[config.mk]
export PLATFORM = sky130hd
export DESIGN_NAME = aes_sub_shift
export DESIGN_NICKNAME = d
export VERILOG_FILES = /design/src/rtl/aes_sub_shift.sv
export SDC_FILE = /design/constraint.sdc
export NUM_CORES = 2
export LEC_CHECK = 0
export BUFFER_PORTS_ARGS = -buffer_cell sky130_fd_sc_hd__buf_2
export CAP_MARGIN = 5
export CORE_MARGIN = 4
export CORE_UTILIZATION = 25
export DETAILED_ROUTE_END_ITERATION = 6
export HOLD_SLACK_MARGIN = 0.02
export PLACE_DENSITY = 0.44
export SLEW_MARGIN = 20
export SYNTH_ARGS = -nofsm -noshare
export SYNTH_HDL_FRONTEND = slang
export SYNTH_SLANG_ARGS = --single-unit
[constraint.sdc]
create_clock -name clk_i -period 28.4 [get_ports clk_i]
set_input_delay 0 -clock clk_i [delete_from_list [all_inputs] [get_ports clk_i]]
set_output_delay 0 -clock clk_i [all_outputs]
set_load 0.1 [all_outputs]
[src/rtl/aes_sub_shift.sv]
// Iterative AES SubBytes+ShiftRows (forward and inverse): one state row per cycle
// through four shared S-box lanes, result held until the consumer takes it.
module aes_sub_shift (
    input  logic         clk_i,
    input  logic         rst_ni,
    input  logic         fwd_ninv_i,
    input  logic         in_valid_i,
    output logic         in_ready_o,
    input  logic [127:0] block_i,
    output logic         out_valid_o,
    input  logic         out_ready_i,
    output logic [127:0] block_o
);

    typedef enum logic [1:0] {StIdle, StBusy, StDone} state_e;

    state_e       state_q;
    logic [1:0]   cnt_q;
    logic         fwd_q;
    logic         rdy_q;
    logic         valid_q;
    logic [127:0] in_q;
    logic [127:0] out_q;
    logic [127:0] out_d;
    logic [31:0]  row_w;
    logic [31:0]  rot_w;
    logic [31:0]  sub_w;

    function automatic logic [7:0] gf_mul(input logic [7:0] a, input logic [7:0] b);
        logic [7:0] p;
        logic [7:0] t;
        p = 8'h00;
        t = a;
        for (int i = 0; i < 8; i++) begin
            if (b[i]) p = p ^ t;
            t = {t[6:0], 1'b0} ^ (t[7] ? 8'h1b : 8'h00);
        end
        return p;
    endfunction

    // Inverse as x^254 (maps 0 to 0 without a special case).
    function automatic logic [7:0] gf_inv(input logic [7:0] x);
        logic [7:0] x2, x3, x6, x12, x14, x15, x30, x60, x120, x240;
        x2   = gf_mul(x, x);
        x3   = gf_mul(x2, x);
        x6   = gf_mul(x3, x3);
        x12  = gf_mul(x6, x6);
        x14  = gf_mul(x12, x2);
        x15  = gf_mul(x12, x3);
        x30  = gf_mul(x15, x15);
        x60  = gf_mul(x30, x30);
        x120 = gf_mul(x60, x60);
        x240 = gf_mul(x120, x120);
        return gf_mul(x240, x14);
    endfunction

    function automatic logic [7:0] affine(input logic [7:0] a);
        return a ^ {a[6:0], a[7]} ^ {a[5:0], a[7:6]} ^ {a[4:0], a[7:5]} ^ {a[3:0], a[7:4]}
               ^ 8'h63;
    endfunction

    function automatic logic [7:0] inv_affine(input logic [7:0] a);
        return {a[6:0], a[7]} ^ {a[4:0], a[7:5]} ^ {a[1:0], a[7:2]} ^ 8'h05;
    endfunction

    // One lane shares the field inversion between both directions.
    function automatic logic [7:0] sbox_lane(input logic [7:0] a, input logic fwd);
        logic [7:0] pre;
        logic [7:0] inv;
        pre = fwd ? a : inv_affine(a);
        inv = gf_inv(pre);
        return fwd ? affine(inv) : inv;
    endfunction

    always_comb begin
        row_w = in_q[127:96];
        unique case (cnt_q)
            2'd0: row_w = in_q[127:96];
            2'd1: row_w = in_q[95:64];
            2'd2: row_w = in_q[63:32];
            2'd3: row_w = in_q[31:0];
            default: row_w = in_q[127:96];
        endcase
    end

    // Forward rotates left by cnt bytes, inverse rotates right.
    always_comb begin
        rot_w = row_w;
        unique case (cnt_q)
            2'd0: rot_w = row_w;
            2'd1: rot_w = fwd_q ? {row_w[23:0], row_w[31:24]} : {row_w[7:0], row_w[31:8]};
            2'd2: rot_w = {row_w[15:0], row_w[31:16]};
            2'd3: rot_w = fwd_q ? {row_w[7:0], row_w[31:8]} : {row_w[23:0], row_w[31:24]};
            default: rot_w = row_w;
        endcase
    end

    always_comb begin
        sub_w = 32'h0;
        for (int c = 0; c < 4; c++) begin
            sub_w[31-8*c -: 8] = sbox_lane(rot_w[31-8*c -: 8], fwd_q);
        end
    end

    always_comb begin
        out_d = out_q;
        unique case (cnt_q)
            2'd0: out_d[127:96] = sub_w;
            2'd1: out_d[95:64]  = sub_w;
            2'd2: out_d[63:32]  = sub_w;
            2'd3: out_d[31:0]   = sub_w;
            default: out_d = out_q;
        endcase
    end

    always_ff @(posedge clk_i or negedge rst_ni) begin
        if (!rst_ni) begin
            state_q <= StIdle;
            cnt_q   <= 2'd0;
            fwd_q   <= 1'b1;
            rdy_q   <= 1'b0;
            valid_q <= 1'b0;
            in_q    <= 128'h0;
            out_q   <= 128'h0;
        end else begin
            case (state_q)
                StIdle: begin
                    rdy_q <= 1'b1;
                    if (in_valid_i && rdy_q) begin
                        in_q    <= block_i;
                        fwd_q   <= fwd_ninv_i;
                        cnt_q   <= 2'd0;
                        rdy_q   <= 1'b0;
                        state_q <= StBusy;
                    end
                end
                StBusy: begin
                    out_q <= out_d;
                    cnt_q <= cnt_q + 2'd1;
                    if (cnt_q == 2'd3) begin
                        valid_q <= 1'b1;
                        state_q <= StDone;
                    end
                end
                StDone: begin
                    if (out_ready_i) begin
                        valid_q <= 1'b0;
                        rdy_q   <= 1'b1;
                        state_q <= StIdle;
                    end
                end
                default: begin
                    valid_q <= 1'b0;
                    rdy_q   <= 1'b0;
                    state_q <= StIdle;
                end
            endcase
        end
    end

    assign in_ready_o  = rdy_q;
    assign out_valid_o = valid_q;
    assign block_o     = out_q;

endmodule

==> results.json <==
{
  "die_area_mm2": 0.240,
  "async_reset_ff_share_pct": 100,
  "synth_cell_type_count": 131,
  "setup_viol": 0,
  "clk_pin_slew_ps": 60,
  "syn-num-nets": 7756,
  "avgSynthCellArea_um2": 7.66,
  "cp.required_ps": 28850,
  "synthTopCellsByCount": "1,212 x xnor2_1, 1,168 x nand2_1, 803 x nor2_1",
  "crit_type": "flop to flop",
  "cts_root_buffer": "clkbuf_16",
  "hold_viol": 0,
  "period_share_pct": 90.3,
  "run_status": "completed",
  "grt_pass1_wl_um": 329000,
  "ant_nets": 0,
  "critical-path-slowest-cell": "xnor2_1",
  "yosys_register_bits": 263,
  "grt_antenna_before_repair": 1,
  "worstSkewPairLatency_ps": 610,
  "yosysMostFrequentCell": "xnor2_1",
  "routed_wl_um": 213000,
  "drtIter0Drc": 4706,
  "die_h_um": 490,
  "reg2reg_depth": 75,
  "cts_tree": "built",
  "synth_fa_ha_area_share_pct": 0.710,
  "drc": 0,
  "placementRows": 176,
  "worstPathMaxFanout": 52,
  "dp_hpwl_um": 159000,
  "synthFlopType": "dfrtp_1",
  "worstMarginPinSlew_ps": 1170,
  "min_path_type": "input pin to flop",
  "synth.area.top_cells": "xnor2_1 18%, dfrtp_1 11%, xnor3_1 8.4%",
  "port_buffers": 262,
  "drive_gt1_share_pct": 10.9,
  "cp_slowest_stage_delay_ps": 860,
  "cts_resized": 0,
  "synth-xor-area-share_pct": 37.6,
  "gp_congestion": 0.911,
  "ctsHtreeMaxLevel": 2,
  "cts_sinks": 263,
  "yosys.area_share.simple_pct": 21.6,
  "area_growth_pct": 12.1,
  "holdPathStages": 4,
  "finClkSkew_ps": 32.5,
  "grt_pass1_vias": 52700,
  "drv_cap": 0,
  "avgViaCountPerCell": 5.12,
  "grt_use_total_pct": 16.9,
  "cts_setup_buffers": 0,
  "cp_common_cell": "xnor2_1",
  "synth_edf_count": 0,
  "period_minus_slack_ps": 25650,
  "endpoint_kind": "flop",
  "first_pass_iters": 7,
  "synth.mux.area_fraction_pct": 4.34,
  "io_pins": 263,
  "synth_top_area_share_pct": 18.3,
  "grt_setup_unrepaired": "no",
  "synth_top_area_cell": "xnor2_1",
  "die_w_um": 490,
  "ys_seq_area_share_pct": 11.3,
  "synthesis.area_mm2": 0.0581,
  "arrival_ps": 26100,
  "wire_per_inst_um": 19.7,
  "core-area_mm2": 0.231,
  "grt_max_degree": 131,
  "clockBufferDepth": 3,
  "drv_slew": 0,
  "crit_path_start_kind": "flop",
  "initial_utilization_pct": 25.2,
  "synth_top_family_by_area": "XOR/XNOR gates",
  "fmaxAchievable_mhz": 39.0,
  "layout.nets": 7894,
  "vias": 55200,
  "cts_buffers": 34,
  "synth_compound_area_share_pct": 19.6,
  "ys.warnings.count": 0,
  "grt_overflow": 0,
  "synth_cells": 7590,
  "tns_ps": 0,
  "slew_headroom_pct": 21.2
}
-- path summary, 6_finish.rpt --
check	startpoint	endpoint	slack [ps]
setup / recovery	cnt_q[0]$_DFFE_PN0P_	block_o[47]$_DFFE_PN0P_	2750
min in group asynchronous	rst_ni	in_q[61]$_DFFE_PN0P_	440
hold / removal	in_valid_i	in_q[118]$_DFFE_PN0P_	50
setup reg to reg	cnt_q[0]$_DFFE_PN0P_	block_o[47]$_DFFE_PN0P_	2750
max in group asynchronous	rst_ni	block_o[99]$_DFFE_PN0P_	25080
hold reg to reg	block_o[77]$_DFFE_PN0P_	block_o[77]$_DFFE_PN0P_	470
-- layout by cell type, fill, tap and decap left out, types with 51 or more instances in the layout --
| master | n |
|---|---|
| inv_1 | 106 |
| dlygate4sd3_1 | 155 |
| buf_4 | 177 |
| nor3_1 | 174 |
| o21ai_1 | 144 |
| xnor2_2 | 82 |
| nand2_1 | 1164 |
| xnor3_1 | 218 |
| a211oi_1 | 65 |
| dfrtp_1 | 262 |
| buf_2 | 261 |
| xor2_1 | 325 |
| and2_1 | 72 |
| xnor2_1 | 1202 |
| or3_1 | 51 |
| a21oi_1 | 313 |
| nor2_1 | 803 |
| mux2i_1 | 204 |
| nand3_1 | 168 |
| o21ai_0 | 273 |
| and3_1 | 61 |
| o211ai_1 | 66 |
| o22ai_1 | 66 |
| a31oi_1 | 62 |
| nand2b_1 | 74 |
-- logic make-up (layout without fill, tap and decap cells) --
group,after synthesis,in the layout
other,0,2
flip-flops,263,263
AND/OR/NAND/NOR,2831,2831
adder cells (fa/ha/maj),33,33
AO/OA/AOI/OAI,1647,1647
multiplexers,246,246
buffers and inverters,637,798
XOR/XNOR,1933,1933
-- flip-flops by register name (all words and copies together), names as in the netlist --
name,flops
in_ready_o,1
block_o,128
in_q,128
cnt_q,2
state_q,2
fwd_q,1
out_valid_o,1
-- per-layer routing --
metal  GRT usage [%]  wire [µm]
met1            23.1      97300
met2            28.7     101000
met3            1.13       8760
met4            4.62       5890
met5               0          0
-- per-stage QoR --
stage	setup WS (ps)	area (µm²)	util (%)	hold slack [ps]	std cells
3_3_place_gp	2860	62500	27.1	200	10600
5_1_grt	623	65200	28.2	61.5	10800
3_5_place_dp	2490	62500	27.1	197	10600
4_1_cts	2440	65100	28.2	24.2	10800
6_report	2750	65200	28.2	50.2	10800
2_1_floorplan	7900	58100	-	-296	7590
-- critical path: cells and delay by family (launching register included) --
| family | cells | cell delay, ps |
|---|---|---|
| DFF | 1 | 440 |
| xor gates and xnor gates | 31 | 11630 |
| adders and majority gates | 8 | 4030 |
| muxes | 5 | 1020 |
| and+or+nand+nor | 10 | 1840 |
| AOI/OAI and AO/OA | 8 | 2760 |
| buffers and inverters | 13 | 3670 |
-- layout make-up --
cell class                 instances  area, µm²
fill                           24900     166000
multi-input combinational       6690      48900
sequential                       263       6590
timing repair buffer             595       4230
tap                             3026       3790
clock buffer                      50       1000
inverter                         144        546
clock inverter                     9       77.6
antenna                            2       5.00
-- timing repair --
action,in CTS,in global routing
hold buffers,154,1
endpoints found under the hold margin,261,50
endpoints found under the setup margin,0,0
Power is not shown: default switching activity piles up to over one toggle a cycle in this logic, so the estimate is an artifact.
